`config.mk`:
```
export PLATFORM = sky130hd
export DESIGN_NAME = multi_alarm_set
export DESIGN_NICKNAME = d
export VERILOG_FILES = /design/src/rtl/multi_alarm_set.sv
export SDC_FILE = /design/constraint.sdc
export NUM_CORES = 1
export LEC_CHECK = 0
export BUFFER_PORTS_ARGS = -buffer_cell sky130_fd_sc_hd__buf_2
export CAP_MARGIN = 20
export CORE_ASPECT_RATIO = 0.5
export CORE_MARGIN = 5
export CORE_UTILIZATION = 40
export DETAILED_ROUTE_END_ITERATION = 6
export PLACE_DENSITY = 0.58
export REMOVE_ABC_BUFFERS = 1
export SYNTH_ARGS = -nofsm -noshare
export SYNTH_HDL_FRONTEND = slang
export SYNTH_SLANG_ARGS = --single-unit
```
`constraint.sdc`:
```
create_clock -name clk -period 6.69 [get_ports clk]
set_clock_uncertainty 0.05 [all_clocks]
set_input_delay 1.338 -clock clk [delete_from_list [all_inputs] [get_ports clk]]
set_output_delay 1.338 -clock clk [all_outputs]
set_load 0.02 [all_outputs]
```
`src/rtl/multi_alarm_set.sv`:
```
// Multi-channel alarm time store with VIEW/EDIT editing FSM, BCD stepping with auto-repeat,
// per-channel arming and minute-tick match pulses. Define ALARM_DEC_EN to add the dec port.
module multi_alarm_set #(
  parameter int unsigned N_ALARMS     = 4,
  parameter int unsigned REPEAT_DELAY = 50_000_000,
  parameter int unsigned REPEAT_RATE  = 10_000_000,
  localparam int unsigned SW          = $clog2(N_ALARMS)
) (
  input  logic                clk,
  input  logic                cr,
  input  logic                en,
  input  logic [SW-1:0]       alarm_sel,
  input  logic [1:0]          field_sel,
  input  logic                inc,
`ifdef ALARM_DEC_EN
  input  logic                dec,
`endif
  input  logic                set_confirm,
  input  logic                arm_toggle,
  input  logic                min_tick,
  input  logic [7:0]          cur_hour,
  input  logic [7:0]          cur_minute,
  output logic [7:0]          hour,
  output logic [7:0]          minute,
  output logic [N_ALARMS-1:0] armed,
  output logic                editing,
  output logic [N_ALARMS-1:0] alarm_hit
);

  typedef enum logic {VIEW, EDIT} state_t;

  localparam logic [31:0] RPT_FIRST = 32'(REPEAT_DELAY);
  localparam logic [31:0] RPT_NEXT  = 32'(REPEAT_DELAY + REPEAT_RATE);
  localparam logic [SW:0] N_CH      = (SW+1)'(N_ALARMS);

  state_t                     state_q, state_d;
  logic [SW-1:0]              sel_q, sel_d;
  logic [7:0]                 buf_hour_q, buf_hour_d;
  logic [7:0]                 buf_min_q, buf_min_d;
  logic [N_ALARMS-1:0][7:0]   ch_hour_q, ch_hour_d;
  logic [N_ALARMS-1:0][7:0]   ch_min_q, ch_min_d;
  logic [N_ALARMS-1:0]        armed_q, armed_d;
  logic [N_ALARMS-1:0]        hit_q, hit_d;
  logic [31:0]                rpt_cnt_q, rpt_cnt_d;
  logic                       inc_prev_q, inc_prev_d;
`ifdef ALARM_DEC_EN
  logic                       dec_prev_q, dec_prev_d;
  logic                       req_dn;
`endif

  logic [SW-1:0] view_idx;
  logic          field_edit;
  logic          req_any;
  logic          req_rise;
  logic          step;

  function automatic logic [7:0] bcd_inc(input logic [7:0] v, input logic [7:0] max);
    if (v == max)          return 8'h00;
    if (v[3:0] == 4'd9)    return {v[7:4] + 4'd1, 4'd0};
    return {v[7:4], v[3:0] + 4'd1};
  endfunction

`ifdef ALARM_DEC_EN
  function automatic logic [7:0] bcd_dec(input logic [7:0] v, input logic [7:0] max);
    if (v == 8'h00)        return max;
    if (v[3:0] == 4'd0)    return {v[7:4] - 4'd1, 4'd9};
    return {v[7:4], v[3:0] - 4'd1};
  endfunction
`endif

  always_comb begin
    view_idx   = ({1'b0, alarm_sel} < N_CH) ? alarm_sel : '0;
    field_edit = (field_sel == 2'b01) || (field_sel == 2'b10);
`ifdef ALARM_DEC_EN
    // Opposing requests cancel: treated as no request, which also clears the repeat counter.
    req_any  = inc ^ dec;
    req_dn   = dec & ~inc;
    req_rise = req_dn ? ~dec_prev_q : ~inc_prev_q;
    dec_prev_d = dec;
`else
    req_any  = inc;
    req_rise = ~inc_prev_q;
`endif
    inc_prev_d = inc;
  end

  // Step pacing: one step on the request edge, then at REPEAT_DELAY and every REPEAT_RATE after.
  always_comb begin
    step      = 1'b0;
    rpt_cnt_d = rpt_cnt_q;
    if (state_q == EDIT && en) begin
      if (!req_any) begin
        rpt_cnt_d = '0;
      end else if (req_rise) begin
        rpt_cnt_d = '0;
        step      = 1'b1;
      end else begin
        rpt_cnt_d = rpt_cnt_q + 32'd1;
        if (rpt_cnt_d == RPT_FIRST) begin
          step = 1'b1;
        end else if (rpt_cnt_d == RPT_NEXT) begin
          step      = 1'b1;
          rpt_cnt_d = RPT_FIRST;
        end
      end
      if (set_confirm || !field_edit) rpt_cnt_d = '0;
    end
  end

  always_comb begin
    state_d    = state_q;
    sel_d      = sel_q;
    buf_hour_d = buf_hour_q;
    buf_min_d  = buf_min_q;
    ch_hour_d  = ch_hour_q;
    ch_min_d   = ch_min_q;
    armed_d    = armed_q;
    if (en) begin
      unique case (state_q)
        VIEW: begin
          if (arm_toggle) armed_d[view_idx] = ~armed_q[view_idx];
          if (field_edit) begin
            state_d    = EDIT;
            sel_d      = view_idx;
            buf_hour_d = ch_hour_q[view_idx];
            buf_min_d  = ch_min_q[view_idx];
          end
        end
        EDIT: begin
          if (set_confirm) begin
            ch_hour_d[sel_q] = buf_hour_q;
            ch_min_d[sel_q]  = buf_min_q;
            state_d          = VIEW;
          end else if (!field_edit) begin
            state_d = VIEW;
          end else if (step) begin
`ifdef ALARM_DEC_EN
            if (req_dn) begin
              if (field_sel == 2'b01) buf_min_d  = bcd_dec(buf_min_q, 8'h59);
              else                    buf_hour_d = bcd_dec(buf_hour_q, 8'h23);
            end else begin
              if (field_sel == 2'b01) buf_min_d  = bcd_inc(buf_min_q, 8'h59);
              else                    buf_hour_d = bcd_inc(buf_hour_q, 8'h23);
            end
`else
            if (field_sel == 2'b01) buf_min_d  = bcd_inc(buf_min_q, 8'h59);
            else                    buf_hour_d = bcd_inc(buf_hour_q, 8'h23);
`endif
          end
        end
      endcase
    end
  end

  // Matching uses the stored registers, so a same-cycle commit is compared at its old value.
  always_comb begin
    hit_d = '0;
    for (int unsigned i = 0; i < N_ALARMS; i++) begin
      hit_d[i] = min_tick && armed_q[i] &&
                 (ch_hour_q[i] == cur_hour) && (ch_min_q[i] == cur_minute);
    end
  end

  always_ff @(posedge clk or negedge cr) begin
    if (!cr) begin
      state_q    <= VIEW;
      sel_q      <= '0;
      buf_hour_q <= '0;
      buf_min_q  <= '0;
      ch_hour_q  <= '0;
      ch_min_q   <= '0;
      armed_q    <= '0;
      hit_q      <= '0;
      rpt_cnt_q  <= '0;
      inc_prev_q <= 1'b0;
`ifdef ALARM_DEC_EN
      dec_prev_q <= 1'b0;
`endif
    end else begin
      state_q    <= state_d;
      sel_q      <= sel_d;
      buf_hour_q <= buf_hour_d;
      buf_min_q  <= buf_min_d;
      ch_hour_q  <= ch_hour_d;
      ch_min_q   <= ch_min_d;
      armed_q    <= armed_d;
      hit_q      <= hit_d;
      rpt_cnt_q  <= rpt_cnt_d;
      inc_prev_q <= inc_prev_d;
`ifdef ALARM_DEC_EN
      dec_prev_q <= dec_prev_d;
`endif
    end
  end

  always_comb begin
    editing   = (state_q == EDIT);
    hour      = editing ? buf_hour_q : ch_hour_q[view_idx];
    minute    = editing ? buf_min_q  : ch_min_q[view_idx];
    armed     = armed_q;
    alarm_hit = hit_q;
  end

endmodule

```
# After elaboration in Yosys (flattened, before gate mapping)
# Index checks and enable logic that the tools add are counted.
[word_totals]
reg_bits = 124
input_bits = 27
word_cells = 156
[op_classes]
n_bitwise = 2
order_cmp = 4
n_reduce_logical = 25
add_sub_neg = 5
muxes = 78
n_eq_ne = 24
[ops]
columns = ["operator", "n"]
rows = [
  ["2-to-1 mux 8 bit", 23],
  ["2-to-1 mux 32 bit", 5],
  ["bitwise mux 32 bit", 2],
  ["== test 32 x 26 -> 1 bit (second input constant)", 2],
  ["== test 8 bit", 8],
  ["2-to-1 mux 1 bit", 39],
  ["adder 32 x 1 -> 32 bit (second input constant)", 1],
  ["binary-select mux 8 bit (select 2 bit)", 2],
  ["case mux 8 bit (2 select lines)", 2],
  ["adder 4 x 1 -> 4 bit (second input constant)", 4],
  ["demux 8 bit (select 2 bit)", 1],
  ["logical AND 1 bit", 15],
  ["AND reduction 7 bit", 2],
  ["AND reduction 6 bit", 2],
  ["AND reduction 3 bit", 3],
  ["== test 4 bit (second input constant)", 2],
  ["== test 8 x 6 -> 1 bit (second input constant)", 1],
  ["== test 8 x 7 -> 1 bit (second input constant)", 1],
  ["< comparator 2 x 3 -> 1 bit (second input constant)", 2],
  ["!= test 2 x 1 -> 1 bit (second input constant)", 3],
  ["!= test 2 bit (second input constant)", 3],
  ["!= test 3 x 1 -> 1 bit (second input constant)", 2],
  ["bitwise mux 4 bit", 1],
  [">= comparator 2 x 1 -> 1 bit (second input constant)", 2],
  ["8 further kinds", 10],
]

# Depth between registers and ports, before layout
# Gate-level depths: netlist of run 1.
[depth]
word_depth = 26
depth_mapped = 11
ltp_nobuf = 9

# Worst setup path after synthesis of run 1
# No wires, ideal clock.
[synth_timing]
path_kind = "input to output"
from = "input port alarm_sel[0]"
to = "output port hour[6]"
setup_slack_ps = 2511
path_buffers = 1
arrival_ps = 2791
path_stages = 4
t_required_ps = 5302
cell_sequence = "buf_1 -> mux4_2 -> and2_1 -> a21o_1"
[synth_via]
elab_chain_cells = 3
[synth_rtl]
columns = ["item", "line_no", "text"]
rows = [
  ["from (decl)", "12", "input logic [SW-1:0] alarm_sel,"],
  ["binary-select mux 8 bit (select 2 bit)", "198", "hour = editing ? buf_hour_q : ch_hour_q[view_idx];"],
  ["2-to-1 mux 8 bit (not written as such)", "198", ""],
  ["2-to-1 mux 8 bit", "198", ""],
  ["to (decl)", "23", "output logic [7:0] hour,"],
]
# Every way passes these cells. The select of a mux whose other input is x is not followed.

# Worst setup path after layout of run 1
# Ends and elaborated chain as after synthesis.

==> results of run 1 <==
[worst max path at each step]
stage,from,end,slack [ns],cells after the start
after floorplan,rpt_cnt_q[0],rpt_cnt_q[16],3.02,9
after global placement,alarm_sel[0],hour[7],2.30,5
after detailed placement,alarm_sel[0],hour[7],2.30,5
after CTS,alarm_sel[0],hour[6],2.30,5
after global routing,alarm_sel[0],hour[6],2.19,5
final,alarm_sel[0],hour[6],2.33,5
[state kept, by name, indices dropped and copies added, names as in the netlist]
register and count:
inc_prev_q 1, buf_hour_q 8, editing 1, ch_min_q 32, armed 4, ch_hour_q 32, rpt_cnt_q 32, alarm_hit 4
sel_q 2, buf_min_q 8
[cells in the mapped netlist (all sizes together), types with 4 or more instances]
master,n
or4,6
dfrtp,124
mux2i,7
o31ai,4
nor4,17
nand3,27
xnor2,54
ha,10
and3,4
and2,14
nand4,31
mux2,61
clkbuf,47
buf,12
a21o,6
nor3,15
a211o,4
o21ai,60
inv,15
a31oi,22
a21oi,18
nor2,20
o22ai,5
nand2b,8
a22o,4
mux4,16
or3,6
nand2,101
o41ai,4
xor2,17
[kinds of logic (layout without fill, tap and decap cells)]
logic type | after synthesis | after routing | share of synthesized area
compound gates | 158 | 158 | 0.133
xor+xnor | 71 | 71 | 0.0803
fa+ha+maj | 10 | 10 | 0.0162
buf+inv | 74 | 105 | 0.0386
flops | 124 | 124 | 0.401
mux | 84 | 84 | 0.144
simple gates | 270 | 270 | 0.186
[power by group]
part           internal, mW  switching (mW)  total, mW
logic                 0.224           0.254      0.477
clock network         0.627           0.350      0.977
registers             0.855           0.130      0.985
total                  1.71           0.733       2.44
[critical path, cell delays in order]
cell and delay, ns:
buf_2 0.57, mux4_2 0.58, and2_1 0.18, a21o_1 0.15
buf_2 0.15
[cell usage in the layout, fill, tap and decap left out, types with 4 or more instances in the layout]
master,count
a21oi_1,18
mux2_2,61
nor2_1,20
and3_1,4
and2_1,13
mux2i_1,7
nor4_1,16
buf_4,8
xnor2_1,54
nand4_1,26
nand4_2,4
nand2b_1,8
a211o_1,4
clkbuf_8,4
inv_1,15
o31ai_1,4
ha_1,10
mux4_2,16
nand2_1,101
a21o_1,6
nor3_1,14
nand3_1,27
o22ai_1,5
dfrtp_1,124
clkbuf_16,17
o21ai_0,57
buf_2,50
a31oi_1,22
xor2_1,17
a22o_1,4
or3_1,5
[layer usage]
layer | up-vias | GRT usage | share of wire
li1 | 2947 | - | -
met1 | 3172 | 0.291 | 0.48
met2 | 137 | 0.321 | 0.47
met3 | 20 | 0.0366 | 0.037
met4 | 0 | 0.0500 | 0.010
met5 | - | 0 | 0
[layout make-up]
class / instances / share of cell area
well taps: 266 / 0.0379
flip-flops and latches: 124 / 0.354
inverters: 15 / 0.00642
clock inverters: 9 / 0.0153
multi-input cells: 593 / 0.496
repair buffers: 58 / 0.0354
clock buffers: 23 / 0.0556
==> run_results.csv, run 1 <==
group,metric,value,unit
run_status,status,"completed",
timing,hold_viol_final,0,
cts,clkTransAtPathRegs,0.06,ns
finish,drive_gt1_frac,0.225,
routing,drc,0,
grt,grt_max_degree,71,
critical_path,start_kind,"primary input",
placement,io_buffers,51,
finish,final_core_util,0.456,
critical_path,ff2ff_path_depth,9,
finish,fin_area,8770,um^2
logic_synthesis,async_reset_ff_frac,1.00,
routing,wl,21600,um
routing,wl_per_cell,19.9,um
placement,postPlaceCellArea,8150,um^2
logic_synthesis,synth-edff-count,0,
logic_synthesis,synth_ff_type,"dfrtp_1",
timing,fmax,0.229,GHz
cts,numCtsBuffers,17,
timing,fin_ws,2.33,ns
timing,maxSlewViolCount,0,
die,die-area,22400,um^2
pwr,powerDensity,278,nW/um^2
critical_path,regToRegSetupSlack,2.78,ns
finish,multi_input_area,4350,um^2
die,start_util,0.403,
worst_hold_path,min_path_cells,1,
finish,regArea,3100,um^2
critical_path,rr_startpoint,"rpt_cnt_q[0]",
cts,ctsResizeCount,0,
cts,h-tree-depth,4,
grt,overflow,0,
finish,antenna_cells,0,
die,die_h,108,um
logic_synthesis,synth_top_area_cell,"dfrtp_1",
worst_hold_path,hold_start,"armed[0]",
cts,postCtsHoldBufs,0,
grt,grt_pass1_vias,6287,
cts,cts_num_sinks,124,
grt,grt_pass1_wl,35300,um
pwr,cellLeakagePower,3.73,nW
routing,vias_per_cell,5.77,
flow_run,drv_cap,0,
critical_path,worstPathMaxFanout,21,
finish,filler_cell_count,1863,
timing,rsz0062_at_grt,"false",
timing,whs,0.453,ns
die,die_w,207,um
critical_path,critical_path_arrival,2.98,ns
cts,root_buffer,"clkbuf_16",
logic_synthesis,ys_ff_latch,124,
timing,finalCritPeriodShare,0.652,
critical_path,criticalPathCategory,"in2out",
logic_synthesis,syn_inst,791,
grt,grt_antenna_before_repair,0,
cts,clock_latency,0.43,ns
critical_path,worstSetupEndpointType,"output port",
finish,fin_nets,846,
timing,fin_tns_setup,0,ns
worst_hold_path,min_to,"armed[0]",
routing,num_vias,6276,
critical_path,r2r-end,"buf_hour_q[5]",
die,ios,52,
logic_synthesis,synthDistinctLibCells,71,
timing,max_slew_margin,0.344,
placement,place_ws,2.30,ns
logic_synthesis,yosys-top-cells-area,"dfrtp_1 (40%), mux2_2 (8.9%), xnor2_1 (6.1%)",
cts,cts_tree,"done",
grt,track_usage,0.203,
cts,postCtsSetupBuffers,0,
worst_hold_path,hp-class,"reg2reg",
placement,hpwl,14800,um
routing,drtAntennaViolNets,0,
die,num_rows,36,
pwr,power,2.44,mW
placement,dp_cells,1056,
cts,ctsLongestPathBuffers,2,
timing,worst_pin_slew,0.975,ns
placement,place_congestion,0.844,
pwr,irDropWorstVdd,0.000138,V
finish,syn_to_final_growth,13.3,%
logic_synthesis,synthesis.area,7740,um^2
finish,stdcell_count,1088,
logic_synthesis,yosysWarnings,0,
logic_synthesis,ys_seq_area_frac,0.401,
die,core-area,19200,um^2
routing,dr.pass1.iters,5,
logic_synthesis,yosysTopAreaCellShare,0.401,
timing,fin_crit,4.36,ns
critical_path,crit_required,5.30,ns
routing,drt-initial-drc-count,464,
timing,setup_viol,0,
logic_synthesis,avgSynthCellArea,9.79,um^2
Power figures use the tool's default switching activity.
==> run 2: changes to the inputs <==
--- a/config.mk
+++ b/config.mk
@@ -5,13 +5,14 @@
 export SDC_FILE = /design/constraint.sdc
 export NUM_CORES = 1
 export LEC_CHECK = 0
+export ABC_AREA = 1
 export BUFFER_PORTS_ARGS = -buffer_cell sky130_fd_sc_hd__buf_2
 export CAP_MARGIN = 20
 export CORE_ASPECT_RATIO = 0.5
 export CORE_MARGIN = 5
 export CORE_UTILIZATION = 40
 export DETAILED_ROUTE_END_ITERATION = 6
-export PLACE_DENSITY = 0.58
+export PLACE_DENSITY = 0.6
 export REMOVE_ABC_BUFFERS = 1
 export SYNTH_ARGS = -nofsm -noshare
 export SYNTH_HDL_FRONTEND = slang
==> constraint.sdc (replaced) <==
create_clock -name clk -period 3.5 [get_ports clk]
set_clock_uncertainty 0.05 [all_clocks]
set_input_delay 0.7 -clock clk [delete_from_list [all_inputs] [get_ports clk]]
set_output_delay 0.7 -clock clk [all_outputs]
set_load 0.02 [all_outputs]
==> run 2 against run 1 <==
Compared with the run above: die area shrank 0.62%; synthesized area fell by 0.66%; sequential cell count did not move; critical path type is now reg2out.
==> run_results.csv, run 2 <==
group,metric,value,unit
cts,postCtsSetupBuffers,0,
pwr,power.switching,1.36,mW
finish,antenna_cells,0,
critical_path,critical_path_arrival,2.43,ns
logic_synthesis,ys_seq_area_frac,0.403,
timing,worst_pin_slew,0.978,ns
logic_synthesis,yosysTopAreaCellShare,0.403,
pwr,seq_power_share,0.408,
die,ios,52,
cts,clkTransAtPathRegs,0.06,ns
routing,drtAntennaViolNets,0,
critical_path,crit_required,2.75,ns
placement,io_buffers,51,
die,num_rows,35,
die,die_w,206,um
cts,cts_tree,"done",
finish,syn_to_final_growth,15.2,%
run_status,status,"completed",
critical_path,ff2ff_path_depth,17,
critical_path,crit_chain,"buf_4 -> inv_1 -> o21ai_0 -> o21ai_0 -> buf_2",
pwr,cellLeakagePower,3.96,nW
finish,fin_nets,1172,
critical_path,critPathLaunch,"editing",
die,core-area,18700,um^2
die,die-area,22300,um^2
logic_synthesis,synthTopCellsByCount,"nand2_1 (322), o21ai_0 (143), inv_1 (128)",
placement,dp_cells,1375,
critical_path,rr_startpoint,"rpt_cnt_q[9]",
pwr,pwr-share-comb,0.180,
critical_path,crit_end,"hour[5]",
logic_synthesis,yosysWarnings,0,
grt,grt_antenna_before_repair,0,
critical_path,criticalPathCategory,"reg2out",
pwr,clkPwrFrac,0.412,
pwr,irDropWorstVdd,0.000348,V
grt,grt_max_degree,65,
critical_path,start_kind,"flop",
logic_synthesis,synthDistinctLibCells,41,
routing,dr.pass1.iters,6,
grt,track_usage,0.237,
timing,finalCritPeriodShare,0.908,
die,start_util,0.412,
cts,clock_latency,0.43,ns
critical_path,cp_common_cell,"o21ai_0",
cts,h-tree-depth,4,
timing,maxSlewViolCount,0,
placement,place_congestion,0.968,
cts,postCtsHoldBufs,0,
critical_path,regToRegSetupSlack,0.63,ns
routing,drt-initial-drc-count,599,
timing,fmax,0.315,GHz
timing,max_slew_margin,0.347,
timing,hold_viol_final,0,
grt,grt_pass1_wl,41000,um
grt,overflow,0,
cts,ctsResizeCount,0,
routing,num_vias,7621,
placement,hpwl,18600,um
finish,layout_common_cells,"nand2_1 (322), o21ai_0 (143), inv_1 (128)",
die,die_h,108,um
timing,setup_viol,0,
logic_synthesis,synth_most_common_cell,"nand2_1",
critical_path,cp_slowest_cell,"inv_1",
logic_synthesis,syn_inst,1078,
critical_path,critPathMaxStageDelay,0.72,ns
critical_path,worstPathMaxFanout,30,
finish,stdcell_count,1405,
logic_synthesis,synth_ff_type,"dfrtp_1",
logic_synthesis,synth-edff-count,0,
timing,fin_tns_setup,0,ns
critical_path,r2r-end,"buf_hour_q[2]",
logic_synthesis,synth_top_area_cell,"dfrtp_1",
logic_synthesis,synthesis.area,7690,um^2
timing,fin_crit,3.18,ns
routing,drc,0,
timing,rsz0062_at_grt,"false",
logic_synthesis,avgSynthCellArea,7.13,um^2
critical_path,worstSetupEndpointType,"output port",
pwr,power,4.32,mW
cts,numCtsBuffers,17,
logic_synthesis,yosys-top-cells-area,"dfrtp_1 (40%), nand2_1 (16%), o21ai_0 (9.3%)",
logic_synthesis,async_reset_ff_frac,1.00,
finish,drive_gt1_frac,0.109,
routing,vias_per_cell,5.42,
flow_run,drv_cap,0,
logic_synthesis,ys_ff_latch,124,
cts,root_buffer,"clkbuf_16",
routing,wl_per_cell,18.2,um
pwr,p_sw_frac,0.316,
routing,wl,25600,um
cts,ctsLongestPathBuffers,2,
grt,grt_pass1_vias,7389,
finish,reg_top3,"ch_hour_q (32), ch_min_q (32), rpt_cnt_q (32)",
cts,cts_num_sinks,124,
finish,final_common_cell,"nand2_1",
worst_hold_path,hp-class,"in2async",
pwr,powerDensity,487,nW/um^2
pwr,p_int,2.95,mW
==> run 2: changes by cell type after synthesis, sizes merged, moves of 44 or more <==
cell	previous run	this run
o22ai	5	50
nand3	27	71
nand2	101	331
nor2	20	95
o21ai	60	145
mux2	61	0
xnor2	54	7
inv	15	130
==> run 2: area by class of cell <==
class                      instances  area [um^2]
fill                            1941         9790
sequential                       124         3100
clock buffer                      24          492
timing repair buffer              65          379
multi-input combinational        796         3990
tap                              259          324
clock inverter                     6         86.3
inverter                         131          492
==> run 2: worst max-delay path: cells and delay by family, from the launching register on <==
kind	cells	cell delay (ns)
AO/OA/AOI/OAI	2	0.53
flip-flops	1	0.36
buffers and inverters	3	1.11
==> run 2: cell families (layout without fill, tap and decap cells) <==
logic type,after synthesis,after routing,share of synthesized area
flip-flops,124,124,0.403
buffers and inverters,158,226,0.0782
AND/OR/NAND/NOR,522,522,0.293
adder cells (fa/ha/maj),10,10,0.0163
AO/OA/AOI/OAI,235,235,0.176
XOR/XNOR,29,29,0.0330
==> run 2: stage by stage <==
| stage | utilization | setup WS [ns] | hold WS, ns | cell area (um^2) |
|---|---|---|---|---|
| 2_1_floorplan | - | 0.986 | 0.354 | 7580 |
| 6_report | 0.475 | 0.321 | 0.224 | 8860 |
| 4_1_cts | 0.475 | 0.323 | 0.241 | 8860 |
| 5_1_grt | 0.475 | 0.119 | 0.271 | 8860 |
| 3_3_place_gp | 0.444 | 0.637 | 0.419 | 8280 |
| 3_5_place_dp | 0.444 | 0.616 | 0.423 | 8280 |
==> run 2: worst min-delay path by stage <==
stage	end	cells after the start
after global routing	ch_hour_q[9]	1
after floorplan	alarm_hit[0]	0
after global placement	ch_min_q[24]	2
after detailed placement	ch_min_q[13]	2
after CTS	ch_hour_q[9]	1
final	ch_hour_q[9]	1
==> run 2: per-layer routing <==
metal,vias up,track usage,wire length (um)
met2,266,0.378,11800
met4,0,0.0792,516
met1,3603,0.323,11600
li1,3700,-,-
met3,52,0.0512,1720
met5,-,0,0
==> run 2: power by group through the flow <==
stage | registers, mW | logic (mW) | clock network, mW
2_1_floorplan | 1.75 | 0.457 | 0
3_3_place_gp | 1.78 | 0.769 | 0
3_5_place_dp | 1.78 | 0.773 | 0
4_1_cts | 1.76 | 0.776 | 1.79
5_1_grt | 1.78 | 0.877 | 1.87
6_report | 1.76 | 0.779 | 1.78
==> run 3: changes to the inputs <==
--- a/config.mk
+++ b/config.mk
@@ -8,11 +8,11 @@
 export ABC_AREA = 1
 export BUFFER_PORTS_ARGS = -buffer_cell sky130_fd_sc_hd__buf_2
 export CAP_MARGIN = 20
-export CORE_ASPECT_RATIO = 0.5
 export CORE_MARGIN = 5
 export CORE_UTILIZATION = 40
 export DETAILED_ROUTE_END_ITERATION = 6
 export PLACE_DENSITY = 0.6
+export RECOVER_POWER = 100
 export REMOVE_ABC_BUFFERS = 1
 export SYNTH_ARGS = -nofsm -noshare
 export SYNTH_HDL_FRONTEND = slang
==> run 3 against run 2 <==
Compared with the run above: via count fell by 0.59%; non-clock buffer count did not move; first-iteration DRC count rose by 0.33%; utilization fell by 0.82 points; die area fell by 0.75%; clock power barely moved; hold slack improved by 0.15 ns; worst setup slack got worse by 0.060 ns; largest cell class unchanged; largest power group unchanged.
==> run_results.csv, run 3 (synthesis gave the netlist of run 2 again) <==
group,metric,value,unit
run_status,status,"completed",
timing,setup_viol,0,
cts,clock_latency,0.42,ns
grt,grt_max_degree,70,
placement,hpwl,19000,um
cts,ctsResizeCount,0,
timing,worst_pin_slew,1.47,ns
cts,numCtsBuffers,17,
pwr,seq_power_share,0.408,
cts,h-tree-depth,4,
timing,max_slew_margin,0.0189,
die,start_util,0.408,
flow_run,drv_cap,0,
finish,layout_common_cells,"nand2_1 (324), o21ai_0 (143), inv_1 (129)",
timing,rsz0062_at_grt,"false",
critical_path,worstPathMaxFanout,12,
placement,place_congestion,1.01,
critical_path,critPathLaunch,"alarm_sel[0]",
finish,drive_gt1_frac,0.0801,
timing,fin_crit,3.24,ns
grt,grt_pass1_vias,7317,
cts,cts_num_sinks,124,
critical_path,crit_required,2.75,ns
timing,finalCritPeriodShare,0.926,
routing,wl_per_cell,18.0,um
placement,io_buffers,51,
pwr,pwr-share-comb,0.175,
finish,antenna_cells,0,
routing,drtAntennaViolNets,0,
routing,wl,25400,um
pwr,irDropWorstVdd,0.000311,V
routing,drc,0,
worst_hold_path,hp-class,"in2reg",
finish,fin_nets,1172,
grt,grt_pass1_wl,40600,um
cts,postCtsSetupBuffers,0,
routing,drt-initial-drc-count,601,
pwr,powerDensity,493,nW/um^2
grt,grt_antenna_before_repair,0,
critical_path,criticalPathCategory,"in2out",
finish,final_common_cell,"nand2_1",
finish,reg_top3,"ch_hour_q (32), ch_min_q (32), rpt_cnt_q (32)",
die,die_h,149,um
pwr,power.switching,1.40,mW
die,die_w,149,um
timing,hold_viol_final,0,
cts,ctsLongestPathBuffers,2,
timing,fmax,0.309,GHz
critical_path,start_kind,"primary input",
die,num_rows,50,
pwr,clkPwrFrac,0.417,
grt,overflow,0,
critical_path,ff2ff_path_depth,18,
timing,maxSlewViolCount,0,
critical_path,rr_startpoint,"rpt_cnt_q[1]",
routing,dr.pass1.iters,5,
pwr,power,4.33,mW
cts,clkTransAtPathRegs,0.06,ns
pwr,cellLeakagePower,3.84,nW
pwr,p_sw_frac,0.324,
critical_path,r2r-end,"buf_hour_q[7]",
critical_path,regToRegSetupSlack,0.37,ns
die,die-area,22100,um^2
routing,num_vias,7576,
grt,track_usage,0.234,
finish,syn_to_final_growth,14.3,%
cts,cts_tree,"done",
die,ios,52,
timing,fin_tns_setup,0,ns
pwr,p_int,2.93,mW
die,core-area,18800,um^2
critical_path,worstSetupEndpointType,"output port",
critical_path,critical_path_arrival,2.49,ns
routing,vias_per_cell,5.38,
cts,postCtsHoldBufs,0,
cts,root_buffer,"clkbuf_16",
critical_path,crit_end,"minute[1]",
[run 3: cell types whose count changed in the layout (fill, tap and decap cells not counted), moves of 2 or more]
| cell | delta |
|---|---|
| buf_2 | -27 |
| buf_4 | -6 |
| clkbuf_1 | +30 |
| clkinvlp_4 | +2 |
| inv_6 | +3 |
| nand2_1 | +2 |
| nand2_2 | -2 |
| nor2_1 | +2 |
[run 3: critical path, stage by stage]
cell and delay, ns:
buf_2 0.11, inv_1 0.05, nor2_1 0.43, inv_1 0.41
o22ai_1 0.22, o21ai_0 0.14, o21ai_0 0.17, clkbuf_1 0.26
[run 3: final cells by class]
cell class,instances,area [um^2]
Clock buffer,20,467
Tap cell,260,325
Multi-Input combinational cell,796,3960
Clock inverter,12,136
Sequential cell,124,3100
Fill cell,1977,10000
Timing Repair Buffer,65,304
Inverter,131,492
[run 3: stage by stage]
step / setup WS (ns) / hold WS [ns] / cell area, um^2 / std cells / utilization
after floorplan: 0.986 / 0.354 / 7580 / 1051 / -
after global placement: 0.441 / 0.418 / 8290 / 1376 / 0.440
after detailed placement: 0.369 / 0.427 / 8290 / 1376 / 0.440
after CTS: 0.371 / 0.206 / 8890 / 1408 / 0.472
after global routing: 0.0935 / 0.371 / 8790 / 1408 / 0.467
final: 0.260 / 0.374 / 8790 / 1408 / 0.467
[run 3: worst min-delay path by stage]
stage | from | end | slack (ns) | cells after the start
after floorplan | cr | alarm_hit[0] | 0.35 | 0
after global placement | ch_hour_q[11] | ch_hour_q[11] | 0.42 | 2
after detailed placement | ch_hour_q[3] | ch_hour_q[3] | 0.43 | 2
after CTS | cr | rpt_cnt_q[8] | 0.21 | 1
after global routing | inc | inc_prev_q | 0.37 | 1
final | inc | inc_prev_q | 0.37 | 1
[run 3: power by group through the flow]
stage          Clock [mW]  Combinational (mW)  Sequential, mW
5_1_grt              1.90               0.853            1.78
4_1_cts              1.84               0.778            1.76
6_report             1.81               0.760            1.77
3_5_place_dp            0               0.776            1.79
3_3_place_gp            0               0.774            1.79
2_1_floorplan           0               0.457            1.75
[run 3: metal layers]
| layer | track usage | share of wire | vias to the layer above |
|---|---|---|---|
| li1 | - | - | 3702 |
| met1 | 0.312 | 0.44 | 3549 |
| met2 | 0.381 | 0.47 | 274 |
| met3 | 0.0448 | 0.062 | 51 |
| met4 | 0.0790 | 0.031 | 0 |
| met5 | 0 | 0 | - |
